### config.mk
export PLATFORM = sky130hd
export DESIGN_NAME = boot_loader_ctrl
export DESIGN_NICKNAME = d
export VERILOG_FILES = /design/src/rtl/boot_loader_ctrl.sv
export SDC_FILE = /design/constraint.sdc
export NUM_CORES = 1
export LEC_CHECK = 0
export ABC_AREA = 1
export BUFFER_PORTS_ARGS = -buffer_cell sky130_fd_sc_hd__buf_4
export CAP_MARGIN = 20
export CORE_MARGIN = 2
export CORE_UTILIZATION = 55
export DETAILED_ROUTE_END_ITERATION = 10
export GPL_TIMING_DRIVEN = 0
export PLACE_DENSITY = 0.95
export REMOVE_ABC_BUFFERS = 1
export SLEW_MARGIN = 10
export SYNTH_ARGS = -nofsm -noshare
export SYNTH_HDL_FRONTEND = slang
export SYNTH_SLANG_ARGS = --single-unit
### constraint.sdc
create_clock -name i_clk -period 5.35 [get_ports i_clk]
set_input_delay 1.07 -clock i_clk [delete_from_list [all_inputs] [get_ports i_clk]]
set_output_delay 1.07 -clock i_clk [all_outputs]
set_load 0.02 [all_outputs]
### src/rtl/boot_loader_ctrl.sv
// -----------------------------------------------------------------------------
// boot_loader_ctrl
//
// Purpose:
//   Boot-time loader that streams words from a valid/ready source into the
//   data BRAM and then the instruction BRAM. The core is held in stall until
//   the last instruction write has landed. It is then released by enabling
//   instruction fetch and register-file reads.
//
// Optional feature (macro BOOT_CHECKSUM_EN):
//   When defined, a 32-bit mod-2^32 sum of every loaded word is kept. One
//   extra source word is accepted after the instruction phase and compared
//   against that sum. A match releases the core (RUN). A mismatch parks the
//   loader in ERROR with o_err=1. When undefined there is no CHECK state and
//   no checksum register, and o_err is tied to 0.
//
// Ports:
//   i_clk, i_rst              clock, synchronous active-high reset
//   i_start                   one-cycle start pulse, honoured only in IDLE
//   i_d_count, i_i_count      data / instruction word counts, sampled on start
//   i_src_valid, i_src_data   source word stream
//   o_src_ready               loader accepts a word this cycle
//   o_d_w_addr/dat/enb        data BRAM write port (registered)
//   o_i_w_addr/dat/enb        instruction BRAM write port (registered)
//   o_d_bram_init_done        data BRAM handed to core; sticky until reset
//   o_pc_stall                holds the core PC
//   o_i_r_enb, o_rd_enbl      instruction fetch / register-file read enables
//   o_busy                    load in progress
//   o_err                     checksum mismatch (checksum build only)
// -----------------------------------------------------------------------------
module boot_loader_ctrl #(
    parameter int unsigned ADDR_WIDTH = 10,
    parameter int unsigned DATA_WIDTH = 32
) (
    input  logic                  i_clk,
    input  logic                  i_rst,
    input  logic                  i_start,
    input  logic [7:0]            i_d_count,
    input  logic [7:0]            i_i_count,
    input  logic                  i_src_valid,
    input  logic [DATA_WIDTH-1:0] i_src_data,
    output logic                  o_src_ready,
    output logic [ADDR_WIDTH-1:0] o_d_w_addr,
    output logic [DATA_WIDTH-1:0] o_d_w_dat,
    output logic                  o_d_w_enb,
    output logic [ADDR_WIDTH-1:0] o_i_w_addr,
    output logic [DATA_WIDTH-1:0] o_i_w_dat,
    output logic                  o_i_w_enb,
    output logic                  o_d_bram_init_done,
    output logic                  o_pc_stall,
    output logic                  o_i_r_enb,
    output logic                  o_rd_enbl,
    output logic                  o_busy,
    output logic                  o_err
);

`ifdef BOOT_CHECKSUM_EN
    typedef enum logic [2:0] {StIdle, StLoadD, StLoadI, StCheck, StRun, StError} state_e;
    localparam state_e EndState = StCheck;
`else
    typedef enum logic [2:0] {StIdle, StLoadD, StLoadI, StRun, StError} state_e;
    localparam state_e EndState = StRun;
`endif

    state_e                r_state;
    state_e                w_state_next;
    logic [7:0]            r_d_count;
    logic [7:0]            r_i_count;
    logic [7:0]            r_idx;
    logic                  r_src_ready;
    logic                  r_busy;
    logic [ADDR_WIDTH-1:0] r_d_w_addr;
    logic [DATA_WIDTH-1:0] r_d_w_dat;
    logic                  r_d_w_enb;
    logic [ADDR_WIDTH-1:0] r_i_w_addr;
    logic [DATA_WIDTH-1:0] r_i_w_dat;
    logic                  r_i_w_enb;
    logic                  r_init_done;
    logic                  r_pc_stall;
    logic                  r_i_r_enb;
    logic                  r_rd_enbl;

    logic                  w_xfer;
    logic                  w_d_last;
    logic                  w_i_last;
    logic                  w_loading_next;
    logic [ADDR_WIDTH-1:0] w_addr;

`ifdef BOOT_CHECKSUM_EN
    logic [31:0] r_sum;
    logic        r_err;
`endif

    always_comb begin
        w_xfer   = i_src_valid & r_src_ready;
        w_d_last = (r_idx == r_d_count - 8'd1);
        w_i_last = (r_idx == r_i_count - 8'd1);
        // Byte address of the current word; 8-bit index * 4 never exceeds 0x3FC.
        w_addr   = ADDR_WIDTH'({r_idx, 2'b00});

        w_state_next = r_state;
        case (r_state)
            StIdle: begin
                if (i_start) begin
                    if (i_d_count != 8'd0)      w_state_next = StLoadD;
                    else if (i_i_count != 8'd0) w_state_next = StLoadI;
                    else                        w_state_next = EndState;
                end
            end
            StLoadD: begin
                if (w_xfer && w_d_last) begin
                    w_state_next = (r_i_count != 8'd0) ? StLoadI : EndState;
                end
            end
            StLoadI: begin
                if (w_xfer && w_i_last) w_state_next = EndState;
            end
`ifdef BOOT_CHECKSUM_EN
            StCheck: begin
                if (w_xfer) w_state_next = (r_sum == 32'(i_src_data)) ? StRun : StError;
            end
`endif
            default: w_state_next = r_state;  // RUN and ERROR are terminal
        endcase

        w_loading_next = (w_state_next == StLoadD) || (w_state_next == StLoadI);
`ifdef BOOT_CHECKSUM_EN
        w_loading_next = w_loading_next || (w_state_next == StCheck);
`endif
    end

    always_ff @(posedge i_clk) begin
        if (i_rst) begin
            r_state     <= StIdle;
            r_d_count   <= 8'd0;
            r_i_count   <= 8'd0;
            r_idx       <= 8'd0;
            r_src_ready <= 1'b0;
            r_busy      <= 1'b0;
            r_d_w_addr  <= '0;
            r_d_w_dat   <= '0;
            r_d_w_enb   <= 1'b0;
            r_i_w_addr  <= '0;
            r_i_w_dat   <= '0;
            r_i_w_enb   <= 1'b0;
            r_init_done <= 1'b0;
            r_pc_stall  <= 1'b1;
            r_i_r_enb   <= 1'b0;
            r_rd_enbl   <= 1'b0;
`ifdef BOOT_CHECKSUM_EN
            r_sum       <= 32'd0;
            r_err       <= 1'b0;
`endif
        end else begin
            r_state   <= w_state_next;
            r_d_w_enb <= 1'b0;
            r_i_w_enb <= 1'b0;

            if (r_state == StIdle && i_start) begin
                r_d_count <= i_d_count;
                r_i_count <= i_i_count;
                r_idx     <= 8'd0;
`ifdef BOOT_CHECKSUM_EN
                r_sum     <= 32'd0;
`endif
            end

            if (w_xfer && r_state == StLoadD) begin
                r_d_w_enb  <= 1'b1;
                r_d_w_addr <= w_addr;
                r_d_w_dat  <= i_src_data;
            end
            if (w_xfer && r_state == StLoadI) begin
                r_i_w_enb  <= 1'b1;
                r_i_w_addr <= w_addr;
                r_i_w_dat  <= i_src_data;
            end
            if (w_xfer && (r_state == StLoadD || r_state == StLoadI)) begin
                // Index restarts whenever the phase changes on this transfer.
                r_idx <= (w_state_next != r_state) ? 8'd0 : r_idx + 8'd1;
`ifdef BOOT_CHECKSUM_EN
                r_sum <= r_sum + 32'(i_src_data);
`endif
            end

            r_src_ready <= w_loading_next;
            r_busy      <= w_loading_next;

            // Sticky: set once the data phase is over or was skipped.
            if (w_state_next != StIdle && w_state_next != StLoadD) r_init_done <= 1'b1;

            // Derived from the current state, so release trails RUN entry by one
            // cycle and the final instruction write lands before the first fetch.
            r_pc_stall <= (r_state != StRun);
            r_i_r_enb  <= (r_state == StRun);
            r_rd_enbl  <= (r_state == StRun);
`ifdef BOOT_CHECKSUM_EN
            r_err      <= (w_state_next == StError);
`endif
        end
    end

    assign o_src_ready        = r_src_ready;
    assign o_d_w_addr         = r_d_w_addr;
    assign o_d_w_dat          = r_d_w_dat;
    assign o_d_w_enb          = r_d_w_enb;
    assign o_i_w_addr         = r_i_w_addr;
    assign o_i_w_dat          = r_i_w_dat;
    assign o_i_w_enb          = r_i_w_enb;
    assign o_d_bram_init_done = r_init_done;
    assign o_pc_stall         = r_pc_stall;
    assign o_i_r_enb          = r_i_r_enb;
    assign o_rd_enbl          = r_rd_enbl;
    assign o_busy             = r_busy;
`ifdef BOOT_CHECKSUM_EN
    assign o_err              = r_err;
`else
    assign o_err              = 1'b0;
`endif

endmodule

==> out/metrics.cfg <==
[routing]
wl_per_cell_um=15.36
wl_um=13810
first_pass_iters=6
vias=4997
drt_iter0_drc=433
drcViolationCount=0
detail-route-antenna-nets=0
viasPerCell=5.558

[final_layout]
nets=837
final_core_utilization=0.7648
synthToLayoutAreaGrowth_pct=33.32
drive_gt1_frac=0.2481
antenna_cells=0

[clocking]
cts_resized=0
numCtsBuffers=17
clk_pin_slew_worst_paths_ps=60
ctsHoldBuffers=0
cts_tree=built
clockRootBuffer=clkbuf_8
postCtsSetupBuffers=0
worstSkewPairLatency_ps=530
clock_sinks=113
htreeDepth=4
clock_tree.buffer_depth=2

[logic_synthesis]
ys_warn_count=0
ys_types=29
synth.ff_latch_count=113
syn_avg_cell_area_sq_um=7.235
ys_seq_area_frac=0.4752
synth_area_sq_um=4761
synthCells=658

[die]
initial_core_util=0.5736
die-area_sq_um=9416
io_pins=145
coreArea_sq_um=8299
rows=33
dieWidth_um=97.04
die_h_um=97.04

[timing]
tns_ps=0
rsz0062_at_grt=no
final.period_utilization=0.5759
hold_viol=0
fin_skew_ps=9.527
finalSetupViolCount=0
fmax_mhz=324.6
slew_viol_final=0
slew_headroom=0.4274
fin_crit_ps=3081
worst_pin_slew_ps=857.7

[critical_path]
critPathCaptureType=register
cp_max_fo=48
critPathRequiredTime_ps=5800
rr_worst_depth=9
arrival_ps=3530
critPathLaunchType=input pin
path_class=in2reg

[power]
p_per_area_nw_per_um2=342.8
ir_drop_mv=0.2239
leakagePower_uw=0.002813

[min_path]
hold_depth=2
hp-class=reg2reg

[job]
maxCapViolCount=0

[placement]
io_buffers=139
dp_hpwl_um=9009
gp_congestion=0.9289

[global_route]
grt_max_degree=51
grt_pass1_vias=4941
antenna_found_initial=0
grt_pass1_wl_um=22250
grt_use_total=0.2899
overflow=0

[run_status]
status=completed

[metrics by stage]
stage | power [uW] | hold slack (ps) | instance area, sq um | cells | worst slack, ps
global placement | 1091 | 452.6 | 5752 | 867 | 1384
detailed placement | 1103 | 456.2 | 5772 | 868 | 1830
finish | 2176 | 468.8 | 6347 | 899 | 2269
CTS | 2173 | 466.1 | 6347 | 899 | 2315
floorplan | 1017 | 450.0 | 4577 | 623 | 2363
global route | 2244 | 488.1 | 6347 | 899 | 2075
[placed cells by master, fill, tap and decap left out, types with 2 or more instances in the layout]
master        n
a21oi_1      73
buf_4       139
bufinv_16     2
clkbuf_16    16
clkinv_4      5
clkinvlp_4    5
conb_1        5
dfxtp_1     113
ha_1          3
inv_1        37
inv_2        10
nand2_1     148
nand2_2       2
nand3_1      33
nand3_2       3
nand4_1       3
nor2_1       98
nor2_2        7
nor2_4        3
nor3_1        3
nor3b_1       2
nor4_1        2
o21ai_0      66
o21bai_1      2
xnor2_1       2
xor2_1        4
[layout make-up]
type,instances,area [sq um]
Sequential cell,113,2262
Clock buffer,17,414.1
Multi-Input combinational cell,463,2138
Tap cell,105,131.4
Fill cell,550,1952
Inverter,47,176.4
Clock inverter,14,161.4
Timing Repair Buffer,140,1064
[report_power, final]
part	switching (uW)	total [uW]	leakage (uW)	internal, uW
logic	132	215	0.00163	82.8
registers	15.7	877	0.000915	862
clock network	418	1080	0.000265	666
total	566	2180	0.00281	1610
[routing by layer]
metal	track usage	up-vias	part of all wire
li1	-	2360	-
met1	0.3116	2328	0.37
met2	0.5155	246	0.51
met3	0.07298	63	0.072
met4	0.1636	0	0.043
met5	0	-	0
[state kept, by name, indices dropped and copies added (netlist names)]
name,cells
o_d_w_addr,8
r_idx,8
r_i_count,8
o_i_w_enb,1
o_busy,1
r_d_count,8
o_pc_stall,1
o_d_w_enb,1
o_i_w_addr,8
o_d_w_dat,32
o_d_bram_init_done,1
o_rd_enbl,1
r_state,3
o_i_w_dat,32
[kinds of logic (layout without fill, tap and decap cells)]
| family | after synthesis | in the layout | synth area share |
|---|---|---|---|
| AO/OA/AOI/OAI | 143 | 143 | 0.1527 |
| XOR/XNOR | 7 | 7 | 0.01577 |
| adder cells (fa/ha/maj) | 3 | 3 | 0.007885 |
| buffers and inverters | 86 | 218 | 0.07884 |
| flip-flops | 113 | 113 | 0.4752 |
| other | 1 | 5 | 0.0007877 |
| AND/OR/NAND/NOR | 305 | 305 | 0.2689 |
[Yosys cell counts]
library cell / count / area (sq um)
dfxtp_1: 113 / 2262
nand3_1: 33 / 165.2
nor3_2: 1 / 10.01
buf_1: 1 / 3.750
nor3_1: 3 / 15.01
a22oi_1: 1 / 7.510
o21bai_1: 2 / 15.01
nor2_2: 7 / 43.79
xnor2_1: 2 / 17.52
buf_2: 6 / 30.03
ha_1: 3 / 37.54
xnor3_1: 1 / 22.52
nand4_1: 3 / 18.77
o21ai_0: 66 / 330.3
nor3b_1: 2 / 15.01
xor2_1: 4 / 35.03
a221oi_1: 1 / 8.760
clkbuf_1: 20 / 75.07
buf_4: 12 / 90.09
nor2_4: 3 / 33.78
a21oi_1: 73 / 365.4
nor2_1: 98 / 367.9
nand2_2: 2 / 12.51
nand2_1: 148 / 555.5
conb_1: 1 / 3.750
nand3_2: 3 / 30.03
inv_2: 8 / 30.03
inv_1: 39 / 146.4
nor4_1: 2 / 12.51
[path summary, 6_finish.rpt]
| kind | endpoint | slack, ps | from |
|---|---|---|---|
| setup / recovery | r_idx[2] | 2270 | i_src_valid |
| setup reg to reg | r_idx[2] | 2510 | r_state[2] |
| hold reg to reg | o_d_w_dat[17] | 470 | o_d_w_dat[17] |
| hold / removal | o_d_w_dat[17] | 470 | o_d_w_dat[17] |
[critical path, stage by stage]
cell and delay (ps):
buf_4 80, nand2_1 80, inv_1 110, nand3_2 580
inv_2 900, nor2_4 150, nor3b_1 280, nand3_1 110
a21oi_1 140
(Power assumes the default switching activity.)
